--- config.mk ---
export PLATFORM = sky130hd
export DESIGN_NAME = digit_scan_ctrl
export DESIGN_NICKNAME = d
export VERILOG_FILES = /design/src/rtl/digit_scan_ctrl.sv
export SDC_FILE = /design/constraint.sdc
export NUM_CORES = 1
export LEC_CHECK = 0
export CAP_MARGIN = 25
export CELL_PAD_IN_SITES_DETAIL_PLACEMENT = 1
export CELL_PAD_IN_SITES_GLOBAL_PLACEMENT = 1
export CORE_ASPECT_RATIO = 2
export CORE_MARGIN = 1.5
export CORE_UTILIZATION = 44
export DETAILED_ROUTE_END_ITERATION = 8
export GPL_ROUTABILITY_DRIVEN = 0
export PLACE_DENSITY = 0.92
export REMOVE_ABC_BUFFERS = 1
export SLEW_MARGIN = 20
export SYNTH_ARGS = -nofsm -noshare
export SYNTH_HDL_FRONTEND = slang
export SYNTH_SLANG_ARGS = --single-unit
--- constraint.sdc ---
create_clock -name clk -period 4.2 [get_ports clk]
set_input_delay 1.26 -clock clk [delete_from_list [all_inputs] [get_ports clk]]
set_output_delay 1.26 -clock clk [all_outputs]
set_load 0.02 [all_outputs]
--- src/rtl/digit_scan_ctrl.sv ---
`default_nettype none
// ============================================================================
// Module      : digit_scan_ctrl
// Description : Scan controller for a four-digit multiplexed seven-segment
//               display. Produces the digit index for the downstream 4:1
//               digit multiplexer and the matching active-low anode enables.
//               Each digit occupies a slot of DIV clocks, and the first BLANK
//               clocks of every slot are dead time. Masked digits are skipped,
//               and a one-cycle pulse marks each wrap of the scan frame.
//
// Ports:
//   clk        in   1  system clock, rising edge
//   rst        in   1  synchronous active-high reset
//   en         in   1  scan enable; low freezes the scan and blanks all anodes
//   digit_mask in   4  bit i set = digit i takes part in the scan
//   sel        out  2  digit index to the digit multiplexer (registered)
//   an         out  4  active-low anode enables (combinational decode)
//   frame_done out  1  one-cycle pulse when the scan wraps (registered)
//
// Parameters:
//   DIV    clocks per digit slot (2..65535)
//   BLANK  dead-time clocks at the start of each slot (0..DIV-1)
//   CW     slot counter width, 2**CW >= DIV
//
// Revision    : 1.0 - initial release
// ============================================================================
module digit_scan_ctrl #(
    parameter int DIV   = 8,
    parameter int BLANK = 2,
    parameter int CW    = 16
) (
    input  logic       clk,
    input  logic       rst,
    input  logic       en,
    input  logic [3:0] digit_mask,
    output logic [1:0] sel,
    output logic [3:0] an,
    output logic       frame_done
);

    localparam logic [CW-1:0] c_cnt_last = CW'(DIV - 1);

    logic [CW-1:0] r_cnt;
    logic [1:0]    r_sel;
    logic          r_frame_done;

    logic          w_slot_end;
    logic [1:0]    w_next_sel;
    logic [1:0]    w_idx;
    logic          w_found;
    logic          w_wrap;
    logic          w_in_blank;
    logic          w_blank;

    assign w_slot_end = (r_cnt == c_cnt_last);

    // ------------------------------------------------------------------------
    // Next digit search: first enabled digit in the order sel+1, sel+2,
    // sel+3, sel. The final candidate is the current digit itself, so a
    // single enabled digit keeps its index. With no digit enabled nothing is
    // found, and the index holds.
    // ------------------------------------------------------------------------
    always_comb begin
        w_next_sel = r_sel;
        w_found    = 1'b0;
        w_idx      = r_sel;
        for (int k = 1; k <= 4; k++) begin
            w_idx = r_sel + 2'(k);
            if (!w_found && digit_mask[w_idx]) begin
                w_next_sel = w_idx;
                w_found    = 1'b1;
            end
        end
    end

    // The index moving to a value not above the old one means the scan has
    // passed the top digit. This includes the single-digit case.
    assign w_wrap = w_found && (w_next_sel <= r_sel);

    // ------------------------------------------------------------------------
    // Slot counter, digit index and frame pulse
    // ------------------------------------------------------------------------
    always_ff @(posedge clk) begin
        if (rst) begin
            r_cnt        <= '0;
            r_sel        <= 2'd0;
            r_frame_done <= 1'b0;
        end else if (!en) begin
            // Freeze the scan position; the pulse must not stretch.
            r_frame_done <= 1'b0;
        end else if (w_slot_end) begin
            r_cnt        <= '0;
            r_sel        <= w_next_sel;
            r_frame_done <= w_wrap;
        end else begin
            r_cnt        <= r_cnt + CW'(1);
            r_frame_done <= 1'b0;
        end
    end

    // ------------------------------------------------------------------------
    // Dead time at the start of each slot. The index changes only when the
    // counter returns to zero, so with BLANK >= 1 the anodes are always off
    // while the multiplexer output settles.
    // ------------------------------------------------------------------------
    generate
        if (BLANK == 0) begin : g_no_dead_time
            assign w_in_blank = 1'b0;
        end else begin : g_dead_time
            assign w_in_blank = (r_cnt < CW'(BLANK));
        end
    endgenerate

    // The mask is used live here, so clearing the current digit's bit
    // blanks it right away and does not wait for the slot to end.
    assign w_blank = !en || w_in_blank || !digit_mask[r_sel];

    assign an         = w_blank ? 4'b1111 : ~(4'b0001 << r_sel);
    assign sel        = r_sel;
    assign frame_done = r_frame_done;

endmodule
`default_nettype wire

# ---- Word level (Yosys, flattened, before mapping)
# Cells that the tools add are included.
# Widths: inputs -> output; s select.
dict set report classes {
  n_bitwise 3
  mux 18
  n_lt_le_gt_ge 6
  addsub 4
  n_reduce_logical 13
  eq_ne 1
  n_shift 1
}
# operator n
set ops {}
lappend ops {{$add 16x1->16 const B} 1}
lappend ops {{$eq 16x3->1 const B} 1}
lappend ops {{$lt 16x2->1 const B} 1}
lappend ops {{$mux 16} 1}
lappend ops {{$lt 2x3->1 const B} 4}
lappend ops {{$bmux 1 s2} 4}
lappend ops {{$mux 1} 8}
lappend ops {{$mux 2} 4}
lappend ops {{$logic_not 1->1} 5}
lappend ops {{$add 2x2->2 const B} 2}
lappend ops {{$logic_and 1x1->1} 4}
lappend ops {{$mux 4} 1}
lappend ops {{$not 4->4} 1}
lappend ops {{$shl 1x2->4 const A} 1}
lappend ops {{$reduce_or 3->1} 1}
lappend ops {{$add 2x1->2 const B} 1}
lappend ops {{$le 2x2->1} 1}
lappend ops {{$logic_or 1x1->1} 2}
lappend ops {{$not 1->1} 2}
lappend ops {{$reduce_and 2->1} 1}
dict set report totals {
  output_inout_bits 7
  regBits 19
}

# ---- Depth between registers and ports, before layout
dict set report logic_depth {
  depth_word 15
  mapped_depth 13
  depth_no_buf 11
}

# ---- Worst setup path before layout
# No wires, ideal clock.
dict set report synth_timing {
  path_kind {input to output}
  from {in digit_mask[2]}
  to {out an[0]}
  arrival_time_ns 2.166
  required_ns 2.940
  path_stages 6
  slack_ns 0.774
  path_cell_list {buf_2 mux2_4 nand2_1 o21ai_0 o311a_1 nand2_1}
}
dict set report synth_between {
  elab_chain_len 5
}
# item line_no
set synth_lines {}
lappend synth_lines {{start: declaration} 35} ;# input logic [3:0] digit_mask,
lappend synth_lines {{$bmux 1 s2} 116} ;# assign w_blank = !en || w_in_blank || !digit_mask[r_sel];
lappend synth_lines {{$mux 1 (implied by the code)} 116}
lappend synth_lines {{$logic_not 1->1} 116}
lappend synth_lines {{$logic_or 1x1->1} 116}
lappend synth_lines {{$mux 4} 118} ;# assign an = w_blank ? 4'b1111 : ~(4'b0001 << r_sel);
lappend synth_lines {{end: declaration} 37} ;# output logic [3:0] an,
# No other way between the ends. The select of a mux whose other input is x is not followed.

# ---- Worst setup path after layout
dict set report layout_timing {
  from {in digit_mask[2]}
  to {out an[2]}
}
# The elaborated chain is that of the path after synthesis.

==> metrics.txt <==
status=complete, no violations; initial antenna violation count=0; Max Clock Freq=0.247 GHz; Initial Util=0.470; main combinational cell family by area after synthesis=simple AND/OR/NAND/NOR gates; core area=2600 um2; crit-path cells=clkdlybuf4s50_1 > mux2_4 > nand2_1 > o21ai_0 > o311a_1 > nand2_1 > dlygate4sd2_1; Overflow after GRT=0; CP Launch Type=input port; WP data arrival=2.78 ns; drt first pass iters=4; most common cell in the netlist=nor2_1; crit path capture type=primary output; Die ar.=3130 um2; largest cells by area after synthesis=dfxtp_1, nor2_1, ha_1; Fin Clk Skew=0.00319 ns; FP Rows=26; H-tree Lvls=1; dpl cell area=1390 um2; CTS tree=built; final hold vios=0; antenna-violating nets left=0; top-area cell type share of the netlist area=0.311; Port Buf Inserts=13; Inserted Clock Buffers=3; Leak Pwr=0.503 nW; post-synthesis adder-cell area fraction=0.0716; Final Cell Area=1430 um2; share of flip-flops with an asynchronous set or reset=0; vias in the first global route=1,208; drt wl/cell=17.0 um; Mean Syn Cell Area=8.05 um2; pwr/cell area=250 nW/um2; vias per cell=5.91; CTS Sinks=19; top post-synthesis cells by count=nor2_1, dfxtp_1, nand2_1; Yosys reg bits=19; post-route non-filler standard cell count=194; total number of yosys warnings=0; Total Routed Length=3300 um; Post-synth top flop=dfxtp_1; measured slew at the worst slew-check pin=0.414 ns; crit-path leading delay family=buffers and inverters; WP data required=2.94 ns; largest net degree at the start of global routing=15; sequential element share of the synthesized area=0.311; Worst path max stage delay=0.42 ns; CP Max Fanout=4; multiplexer area fraction after synthesis=0.0716; Post-synth EDFFs=0; Yosys top cell by area=dfxtp_1; Max Cap Viol=0; Residual DRC=0; Final HPWL DP=2630 um; crit path time final=4.04 ns; ant diodes=0; ratio of cells with drive above 1 in the final layout=0.0904; WS Path Type=input port to primary output; Min-Delay Path Class=flip-flop to flip-flop; simple-gate share of the synthesized area=0.274; buffers and inverters on the worst path=2; max-slew violations=0; RSZ-0062 raised after global routing=no; post-route worst setup slack=0.157 ns; area grow syn2layout=16.9%; Netlist cell types=36; Die X=40.3 um; Synth Area in Compound Gates=0.100; global-route wire length before repair=5390 um; Mapped Area=1220 um2; nets=181; most used cell, CP=nand2_1; worst skew pair latency=0.26 ns; slew margin rel.=0.722; Syn Inst Count=152; Total GRT Usage=0.247; I/O Pins=14; Post-Synth XOR/XNOR Area=0.115; Setup-failing EPs final=0; clk root buf=clkbuf_8; Worst VDD drop=112 uV; Slowest-stage cell, CP=clkdlybuf4s50_1; Post-CTS Setup Inserts=0; Worst-path clk slew=0.07 ns; Die Ht=77.6 um; fillcell total=333; period utilisation layout=0.963; CTS Buffer Depth=2; placed cell count=190; DRT iter0 DRCs=16; routed vias=1,147; Placement Setup Slack=-0.119 ns
## power by group
group | total [mW] | leakage [nW] | internal, mW | switching, mW
clock network | 0.130 | 0.0228 | 0.0677 | 0.0624
registers | 0.185 | 0.153 | 0.182 | 0.00280
logic | 0.0420 | 0.327 | 0.0203 | 0.0217
total | 0.357 | 0.503 | 0.270 | 0.0869
## cell usage in the layout, fill, tap and decap left out, types with 6 or more instances in the layout
cell             count
clkdlybuf4s50_1      9
dfxtp_1             19
ha_1                 7
xor2_1               7
nand4_1              6
xnor2_1              9
nor2_1              28
nand2_1             15
buf_4                7
## worst register-to-register path, stage by stage (launching register included)
cell and delay (ns):
dfxtp_1 0.51, buf_4 0.26, inv_1 0.15, ha_1 0.44, mux4_2 0.35, a221oi_1 0.22
mux2i_1 0.11, o21ai_1 0.16, nand2_1 0.09, ha_1 0.30, a21oi_1 0.13, a21oi_1 0.06
nor4b_1 0.30
## cell families (layout without fill, tap and decap cells)
logic type / count (synthesis) / in the layout
adders and majority gates: 7 / 7
buffers and inverters: 15 / 29
DFF: 19 / 19
xor gates and xnor gates: 16 / 16
AOI/OAI and AO/OA: 17 / 17
muxes: 7 / 7
and+or+nand+nor: 71 / 71
## registers in the layout, indices dropped and copies added, names as in the netlist
name        cells
r_cnt          16
sel             2
frame_done      1
## per-layer routing
| layer | track usage | vias up | routed length, um | part of all wire |
|---|---|---|---|---|
| met5 | 0 | - | 0 | 0 |
| li1 | - | 556 | - | - |
| met3 | 0.0314 | 9 | 54 | 0.016 |
| met2 | 0.476 | 15 | 2040 | 0.62 |
| met4 | 0.133 | 0 | 108 | 0.033 |
| met1 | 0.210 | 567 | 1100 | 0.33 |
## through the flow
stage	TNS (ns)	utilization	hold slack [ns]	total power, mW
after global placement	-0.158	0.534	0.518	0.228
final	0	0.550	0.544	0.357
after global routing	0	0.550	0.587	0.371
after CTS	0	0.550	0.550	0.359
after floorplan	0	-	0.485	0.208
after detailed placement	-0.409	0.534	0.536	0.231
## worst paths after layout
kind                 start    endpoint  slack [ns]  depth (start not counted)
min              r_cnt[15]   r_cnt[15]        0.54                          2
max reg2reg         sel[0]  frame_done        1.01                         12
min reg2reg      r_cnt[15]   r_cnt[15]        0.54                          2
max          digit_mask[2]       an[2]        0.16                          7
## final cells by class
cell class              count  area (um2)  area share
clock buffers               4        45.0      0.0315
well taps                  28        35.0      0.0245
repair buffers             20         178       0.124
inverters                   5        18.8      0.0131
flip-flops and latches     19         380       0.266
multi-input cells         118         773       0.541
## what timing repair did
| action | CTS | global route |
|---|---|---|
| resized for setup | 4 | 0 |
| hold buffers | 0 | 0 |
| endpoints found under the setup margin | 4 | 0 |
(Power assumes the default switching activity.)
